`src/rtl/reg_serie_con_carga_paralela_pkg.sv`:
```
// Shared constants for the parallel-load / serial-out register.
// Mode encodings for LS and the default register length.
package reg_serie_pkg;

    localparam logic LS_LOAD  = 1'b0;
    localparam logic LS_SHIFT = 1'b1;

    localparam int DEF_WIDTH = 4;

endpackage

```
`src/rtl/reg_serie_con_carga_paralela_cell.sv`:
```
// One bit-slice of the PISO register.
// Mux between parallel bit and shift input, flop with sync clear.
module reg_serie_cell
    import reg_serie_pkg::*;
(
    input  logic clk,
    input  logic rst,
    input  logic ls,
    input  logic dp_bit,
    input  logic shift_in,
    output logic q
);

    // Clear dominates; otherwise load the parallel bit or take the upper neighbour.
    always_ff @(posedge clk) begin
        if (!rst) begin
            q <= 1'b0;
        end else if (ls == LS_LOAD) begin
            q <= dp_bit;
        end else begin
            q <= shift_in;
        end
    end

endmodule

```
`src/rtl/reg_serie_con_carga_paralela.sv`:
```
// WIDTH-bit shift register with parallel load, serial LSB-first output.
// A chain of bit-slices; D feeds the top slice, out is slice 0.
module reg_serie_con_carga_paralela
    import reg_serie_pkg::*;
#(
    parameter int WIDTH = DEF_WIDTH
) (
    input  logic             clk,
    input  logic             rst,
    input  logic             LS,
    input  logic             D,
    input  logic [WIDTH-1:0] DP,
    output logic             out
);

    logic [WIDTH-1:0] q;

    // Each slice shifts in from its upper neighbour; the top slice takes D.
    for (genvar i = 0; i < WIDTH; i++) begin : g_cell
        if (i == WIDTH - 1) begin : g_top
            reg_serie_cell u_cell (
                .clk      (clk),
                .rst      (rst),
                .ls       (LS),
                .dp_bit   (DP[i]),
                .shift_in (D),
                .q        (q[i])
            );
        end else begin : g_mid
            reg_serie_cell u_cell (
                .clk      (clk),
                .rst      (rst),
                .ls       (LS),
                .dp_bit   (DP[i]),
                .shift_in (q[i+1]),
                .q        (q[i])
            );
        end
    end

    assign out = q[0];

endmodule

```
`config.mk`:
```
export PLATFORM = sky130hd
export DESIGN_NAME = reg_serie_con_carga_paralela
export DESIGN_NICKNAME = d
export VERILOG_FILES = /design/src/rtl/reg_serie_con_carga_paralela_pkg.sv /design/src/rtl/reg_serie_con_carga_paralela_cell.sv /design/src/rtl/reg_serie_con_carga_paralela.sv
export SDC_FILE = /design/constraint.sdc
export NUM_CORES = 1
export LEC_CHECK = 0
export CORE_AREA = 2 2 39 41
export CTS_CLUSTER_SIZE = 16
export DETAILED_ROUTE_END_ITERATION = 8
export DIE_AREA = 0 0 41 43
export PLACE_DENSITY = 0.38
export SETUP_SLACK_MARGIN = 0.1
export SKIP_LAST_GASP = 1
export SYNTH_ARGS = -nofsm -noshare
export SYNTH_HDL_FRONTEND = slang
export SYNTH_SLANG_ARGS = --single-unit
```
`constraint.sdc`:
```
create_clock -name clk -period 1.5 [get_ports clk]
set_input_delay 0.375 -clock clk [delete_from_list [all_inputs] [get_ports clk]]
set_output_delay 0.375 -clock clk [all_outputs]
set_load 0.05 [all_outputs]
```
## Word-level counts from Yosys, hierarchy flattened

Index checks and enable logic that the tools add are counted.

- Output and inout bits: 1
- Register bits after elaboration: 4
- Logic and storage cells: 8
- Bits of input ports: 8

- Mux-type cells: 4

Operator list:

| cell | number |
|---|---|
| two-way mux 1 bit | 4 |

## Longest topological paths before layout

Gate-level depths: netlist of run 1.

- Depth in word-level cells: 1
- Mapped depth: 3
- Gate-level depth less buffers: 2

## By module

A second synthesis of run 1 with hierarchy kept.

- Cell total of the unflattened synthesis: 12
- Area total of the unflattened synthesis: 145.1 µm²

Modules (own cells, without submodules):

| module | area each (µm²) | seq. area each (µm²) | instances | cells each |
|---|---|---|---|---|
| reg_serie_cell | 36.3 | 20.0 | 4 | 3 |

## Worst setup path before layout of run 1

Ideal clock, no wire load.

- Kind: reg2out
- Start: register g_cell[0].g_mid.u_cell.q
- End: output port out
- Path slack: 0.538 ns
- Buffers on the path: 0
- Cell stages (with the launch flop): 1
- Data required time: 1.125 ns
- Arrival: 0.587 ns
- Path through: dfxtp_1

RTL lines:

| what | line | RTL |
|---|---|---|
| start, declared | reg_serie_con_carga_paralela_cell.sv:11 | `output logic q` |
| start signal, assigned | reg_serie_con_carga_paralela_cell.sv:19 | `q <= dp_bit;` |
| start signal, assigned | reg_serie_con_carga_paralela_cell.sv:21 | `q <= shift_in;` |
| end, declared | reg_serie_con_carga_paralela.sv:13 | `output logic out` |

No word-level cell between the ends.

## Final worst setup path of run 1

- Start: input port LS
- End: register g_cell[0].g_mid.u_cell.q

- Longest elaborated chain between the ends: 1

RTL lines:

| what | line | RTL |
|---|---|---|
| start, declared | reg_serie_con_carga_paralela.sv:10 | `input logic LS,` |
| two-way mux 1 bit | reg_serie_con_carga_paralela_cell.sv:18 | `end else if (ls == LS_LOAD) begin` |

Every way passes these cells.
A chain may end at the register's enable or synchronous reset.

==> summary.md, run 1 <==
| Metric | Value |
|---|---|
| Synthesis-to-finish area growth | `77.6%` |
| Fin. max-slew vios | `0` |
| Final Util | `0.201` |
| Syn. warnings | `0` |
| Number of I/O port buffers | `8` |
| Initial Utilization | `0.113` |
| H-Tree Depth | `1` |
| Core region area | `1380 sq um` |
| Unrepaired setup endpoints after global routing | `false` |
| CTS sink count | `4` |
| Kind of critical path | `primary input to flop` |
| Commonest non-fill, non-tap cell in the layout | `clkdlybuf4s50_1` |
| Post-route ant nets | `0` |
| Crit path to | `g_cell[0].g_mid.u_cell.q` |
| Worst R2R Setup Slack | `0.92 ns` |
| Worst-path cell chain | `clkdlybuf4s50_1, mux2i_1, nor2b_1` |
| Syn_area_per_cell | `12.0 sq um` |
| Die ar. | `1760 sq um` |
| Gate power share | `0.151` |
| Worst path arrival time | `1.24 ns` |
| Worst reg2reg path endpoint | `g_cell[1].g_mid.u_cell.q` |
| Antenna diodes | `0` |
| Std-Cell Rows | `14` |
| CP peak stage delay | `0.59 ns` |
| Slowest CP cell | `clkdlybuf4s50_1` |
| Power share of the clock group | `0.455` |
| Crit start category | `primary input` |
| IO Count | `9` |
| Worst-case clock buffer depth | `2` |
| Largest net degree at the start of global routing | `5` |
| Clk_lat worst skew | `0.23 ns` |
| Gr ovfl total | `0` |
| Max-Cap Viols | `0` |
| Final Skew | `0.00271 ns` |
| Avg WL per Cell | `7.77 um` |
| Net count, final | `33` |
| Setup repair bufs after CTS | `0` |
| Int Power | `0.233 mW` |
| Worst setup startpoint | `LS` |
| Drt drc | `0` |
| Leak | `0.114 nW` |
| Reg2Reg Depth | `2` |
| GP Congestion | `0.589` |
| Switching pwr | `0.0614 mW` |
| Sw Ratio | `0.209` |
| Total CTS buffers | `3` |
| Vias per cell | `3.03` |
| Worst hold path class | `flop to flop` |
| CTS Root Buffer Type | `clkbuf_4` |
| WL final | `303 um` |
| Post-CTS sizing | `0` |
| Worst IR drop on VDD | `0.250 mV` |
| Max-slew headroom | `0.847` |
| Outcome | `finished clean` |
| Global-route wire length before repair | `441 um` |
| DR vias | `118` |
| Initial antenna violation count | `0` |
| Fmax achieved | `0.892 GHz` |
| Final hold vios | `0` |
| FF+latch count, synth | `4` |
| DRT Pass-1 Iters | `1` |
| Actual slew at the worst max-slew pin | `0.229 ns` |
| Mapped Area | `156 sq um` |
| Sequential share of power | `0.394` |
| Period utilization | `0.748` |
| Commonest non-fill, non-tap cells in the layout | `7 x clkdlybuf4s50_1, 4 x mux2i_1, 4 x nor2b_1, 4 x dfxtp_1, 3 x clkbuf_4` |
| Placed Cells | `36` |
| Setup TNS | `0 ns` |
| Synth cell types | `4` |
| Syn Nets | `21` |
| Number of global-route vias before repair | `132` |
| GR Util All Layers | `0.0482` |
| Final setup fails | `0` |
| Layout cells sized above 1 | `0.174` |
| CTS clock-pin slew for the worst setup and hold paths | `0.04 ns` |
| Die Y | `43 um` |
| Reg2reg start | `g_cell[2].g_mid.u_cell.q` |
| Required @ worst endpoint | `1.62 ns` |
| Synthesized instance count | `13` |
| Layout Cells excl Fill | `39` |
| TritonCTS clock tree | `yes` |
| Sequential area share after synthesis | `0.512` |
| Die Wd | `41 um` |
| Tmin final | `1.12 ns` |
| DR iter-0 viols | `0` |
| Power Density | `1060 nW/um^2` |
| CP Max Fanout | `4` |
| CP endpoint kind | `flop` |
| Hold_buf cts | `0` |
==> worst min path at each step <==
| stage | startpoint | to | cells past startpoint |
|---|---|---|---|
| 4_1_cts | g_cell[3].g_top.u_cell.q | g_cell[2].g_mid.u_cell.q | 2 |
| 5_1_grt | g_cell[2].g_mid.u_cell.q | g_cell[1].g_mid.u_cell.q | 2 |
| 3_3_place_gp | g_cell[3].g_top.u_cell.q | g_cell[2].g_mid.u_cell.q | 2 |
| 3_5_place_dp | g_cell[3].g_top.u_cell.q | g_cell[2].g_mid.u_cell.q | 2 |
| 6_report | g_cell[3].g_top.u_cell.q | g_cell[2].g_mid.u_cell.q | 2 |
| 2_1_floorplan | g_cell[1].g_mid.u_cell.q | g_cell[0].g_mid.u_cell.q | 2 |
==> stage by stage <==
step | total power [mW] | hold slack [ns] | area [sq um] | setup slack, ns
after global placement | 0.163 | 0.482 | 255 | 0.118
after CTS | 0.305 | 0.487 | 278 | 0.372
after detailed placement | 0.163 | 0.478 | 255 | 0.113
final | 0.294 | 0.482 | 278 | 0.379
after global routing | 0.313 | 0.518 | 278 | 0.324
after floorplan | 0.138 | 0.462 | 156 | 0.538
==> synth_stat cells, drive strengths merged <==
library cell  n  area, sq um
nor2b         4         25.0
mux2i         4         40.0
dfxtp         4         80.1
buf           1         11.3
==> registers in the layout (all words and copies together), names as in the netlist <==
signal                 flops
g_cell.g_mid.u_cell.q      3
g_cell.g_top.u_cell.q      1
==> final cells by class <==
cell class,count,area [sq um]
Multi-Input combinational cell,8,65.1
Sequential cell,4,80.1
Timing Repair Buffer,8,90.1
Clock buffer,3,22.5
Fill cell,152,1110
Tap cell,16,20.0
==> logic make-up (layout without fill, tap and decap cells) <==
group                  Yosys count  count (layout)  synth area share
multiplexers                     4               4             0.256
flip-flops                       4               4             0.512
AND/OR/NAND/NOR                  4               4             0.160
buffers and inverters            1              11            0.0720
==> power groups by stage <==
| stage | clock network (mW) | registers [mW] | logic, mW |
|---|---|---|---|
| after floorplan | 0 | 0.122 | 0.0154 |
| after global placement | 0 | 0.118 | 0.0451 |
| after detailed placement | 0 | 0.118 | 0.0451 |
| after CTS | 0.144 | 0.116 | 0.0452 |
| after global routing | 0.149 | 0.117 | 0.0478 |
| final | 0.134 | 0.116 | 0.0444 |
==> metal layers <==
layer	up-vias	wire, um	track usage
met3	0	43	0.0471
met2	5	153	0.0469
met1	51	106	0.0387
li1	62	-	-
met4	0	0	0.0800
met5	-	0	0
==> critical path, delay by kind of cell <==
family        cells  cell delay, ns
buf+inv           1            0.59
simple gates      1            0.06
mux               1            0.22
No activity file was read; power rests on OpenSTA's default activity.
==> inputs of run 2 (changes only) <==
- PLACE_DENSITY: 0.38 -> 0.39
- clock period: 1.5 -> 1 ns (I/O delays scaled with it)
==> run 2 against run 1 <==
Net effect:
- cell area is the same
- sequential power grew 51%
- via count is the same
- critical path type is now flop to output port
- hold slack gained 0.0057 ns
- clock skew is essentially flat
- utilization is the same
- non-clock buffer count is the same
- combinational power grew 48%
- largest power group unchanged
- global-route usage grew 0.60 points
==> summary.md, run 2 (synthesized netlist as in run 1, its figures left out) <==
| Metric | Value |
|---|---|
| Fin. max-slew vios | `0` |
| DR iter-0 viols | `2` |
| Final Util | `0.201` |
| Fillers | `150` |
| Initial antenna violation count | `0` |
| Final instance area | `278 sq um` |
| Post-route ant nets | `0` |
| Max-slew headroom | `0.837` |
| Max-Cap Viols | `0` |
| CP peak stage delay | `0.33 ns` |
| Gr ovfl total | `0` |
| Commonest non-fill, non-tap cells in the layout | `6 x clkdlybuf4s50_1, 4 x mux2i_1, 4 x nor2b_1, 3 x clkbuf_4, 3 x dfxtp_1` |
| Avg WL per Cell | `7.54 um` |
| H-Tree Depth | `1` |
| Largest net degree at the start of global routing | `5` |
| Final Skew | `0.00224 ns` |
| Power Density | `1560 nW/um^2` |
| Net count, final | `33` |
| Layout Cells excl Fill | `39` |
| Required @ worst endpoint | `0.75 ns` |
| Final hold vios | `0` |
| CTS sink count | `4` |
| Die ar. | `1760 sq um` |
| CP endpoint kind | `output port` |
| Die Y | `43 um` |
| Drt drc | `0` |
| Placed cell areas | `255 sq um` |
| Layout cells sized above 1 | `0.217` |
| Leak | `0.116 nW` |
| Grt peak-use layer | `met3` |
| Worst path arrival time | `0.69 ns` |
| Total CTS buffers | `3` |
| CTS Root Buffer Type | `clkbuf_4` |
| Outcome | `finished clean` |
| DR vias | `118` |
| Setup TNS | `0 ns` |
| Vias per cell | `3.03` |
| Synthesis-to-finish area growth | `77.6%` |
| Global-route wire length before repair | `503 um` |
| Worst-path cell chain | `buf_12` |
| GR Util All Layers | `0.0542` |
| Die Wd | `41 um` |
| Met1 Usage GRT | `0.0450` |
| Setup ws final | `0.0581 ns` |
| Crit start category | `flop` |
| Max reg flops | `3` |
| Largest reg by FF count | `g_cell.g_mid.u_cell.q` |
| Largest registers | `g_cell.g_mid.u_cell.q: 3 flops, g_cell.g_top.u_cell.q: 1 flops` |
| Global Route met3 Usage | `0.0942` |
| Placement Setup Slack | `-0.271 ns` |
| TritonCTS clock tree | `yes` |
| Tmin final | `0.942 ns` |
| Setup repair bufs after CTS | `0` |
| WL final | `294 um` |
| Worst IR drop on VDD | `0.719 mV` |
| Clk_lat worst skew | `0.23 ns` |
| DRT Pass-1 Iters | `2` |
| Core region area | `1380 sq um` |
| Kind of critical path | `flop to output port` |
| Worst hold path class | `flop to flop` |
| Slowest CP cell | `dfxtp_2` |
| Placed Cells | `36` |
| CP Max Fanout | `1` |
| Worst Path Buf+Inv | `1` |
| Fmax achieved | `1.06 GHz` |
| M2 GR Usage | `0.0500` |
| CTS clock-pin slew for the worst setup and hold paths | `0.04 ns` |
| Antenna diodes | `0` |
| Number of I/O port buffers | `8` |
| Std-Cell Rows | `14` |
| Largest delay share family, worst path | `flip-flops` |
| Hold_buf cts | `0` |
| IO Count | `9` |
| Period utilization | `0.942` |
| Post-CTS sizing | `2` |
| Final setup fails | `0` |
| Actual slew at the worst max-slew pin | `0.245 ns` |
| GP Congestion | `0.574` |
| Worst-case clock buffer depth | `2` |
| Commonest non-fill, non-tap cell in the layout | `clkdlybuf4s50_1` |
| Unrepaired setup endpoints after global routing | `true` |
| Number of global-route vias before repair | `143` |
| Initial Utilization | `0.113` |
run 2: changes by cell type in the layout (fill, tap and decap cells not counted):
cell,before,now
clkdlybuf4s50_1,7,6
dlygate4sd2_1,0,1
dfxtp_1,4,3
dfxtp_2,0,1
run 2: worst register-to-register path: stages (launching register included):
cell and delay, ns:
dfxtp_1 0.29, mux2i_1 0.13, nor2b_1 0.06
run 2: cell type report:
class                   count  area [sq um]  share of cell area
well taps                  16          20.0              0.0721
repair buffers              8          88.8               0.320
clock buffers               3          22.5              0.0811
multi-input cells           8          65.1               0.234
flip-flops and latches      4          81.3               0.293
run 2: final timing paths:
path                            startpoint                        to  slack [ns]  depth (start not counted)
setup / recovery  g_cell[0].g_mid.u_cell.q                       out        0.06                          1
hold / removal    g_cell[1].g_mid.u_cell.q  g_cell[0].g_mid.u_cell.q        0.49                          2
setup reg to reg  g_cell[3].g_top.u_cell.q  g_cell[2].g_mid.u_cell.q        0.42                          2
hold reg to reg   g_cell[1].g_mid.u_cell.q  g_cell[0].g_mid.u_cell.q        0.49                          2
run 2: stage by stage:
step / total power, mW / hold WS [ns]
floorplan: 0.207 / 0.378
global placement: 0.244 / 0.472
detailed placement: 0.245 / 0.490
CTS: 0.449 / 0.499
global route: 0.477 / 0.545
finish: 0.435 / 0.488
run 2: report_power, final:
part | internal, mW | switching (mW) | total, mW
Combinational | 0.0431 | 0.0225 | 0.0657
Sequential | 0.171 | 0.00364 | 0.175
Clock | 0.134 | 0.0602 | 0.194
Total | 0.348 | 0.0864 | 0.435
run 2: layer usage:
layer | part of all wire | vias to the layer above
met4 | 0 | 0
li1 | - | 62
met5 | 0 | -
met2 | 0.33 | 9
met3 | 0.18 | 0
met1 | 0.49 | 47
==> inputs of run 3 (changes only) <==
- SLEW_MARGIN: default -> 30
==> results of run 3 <==
The final DEF is identical to that of run 2; final timing and power are the same.
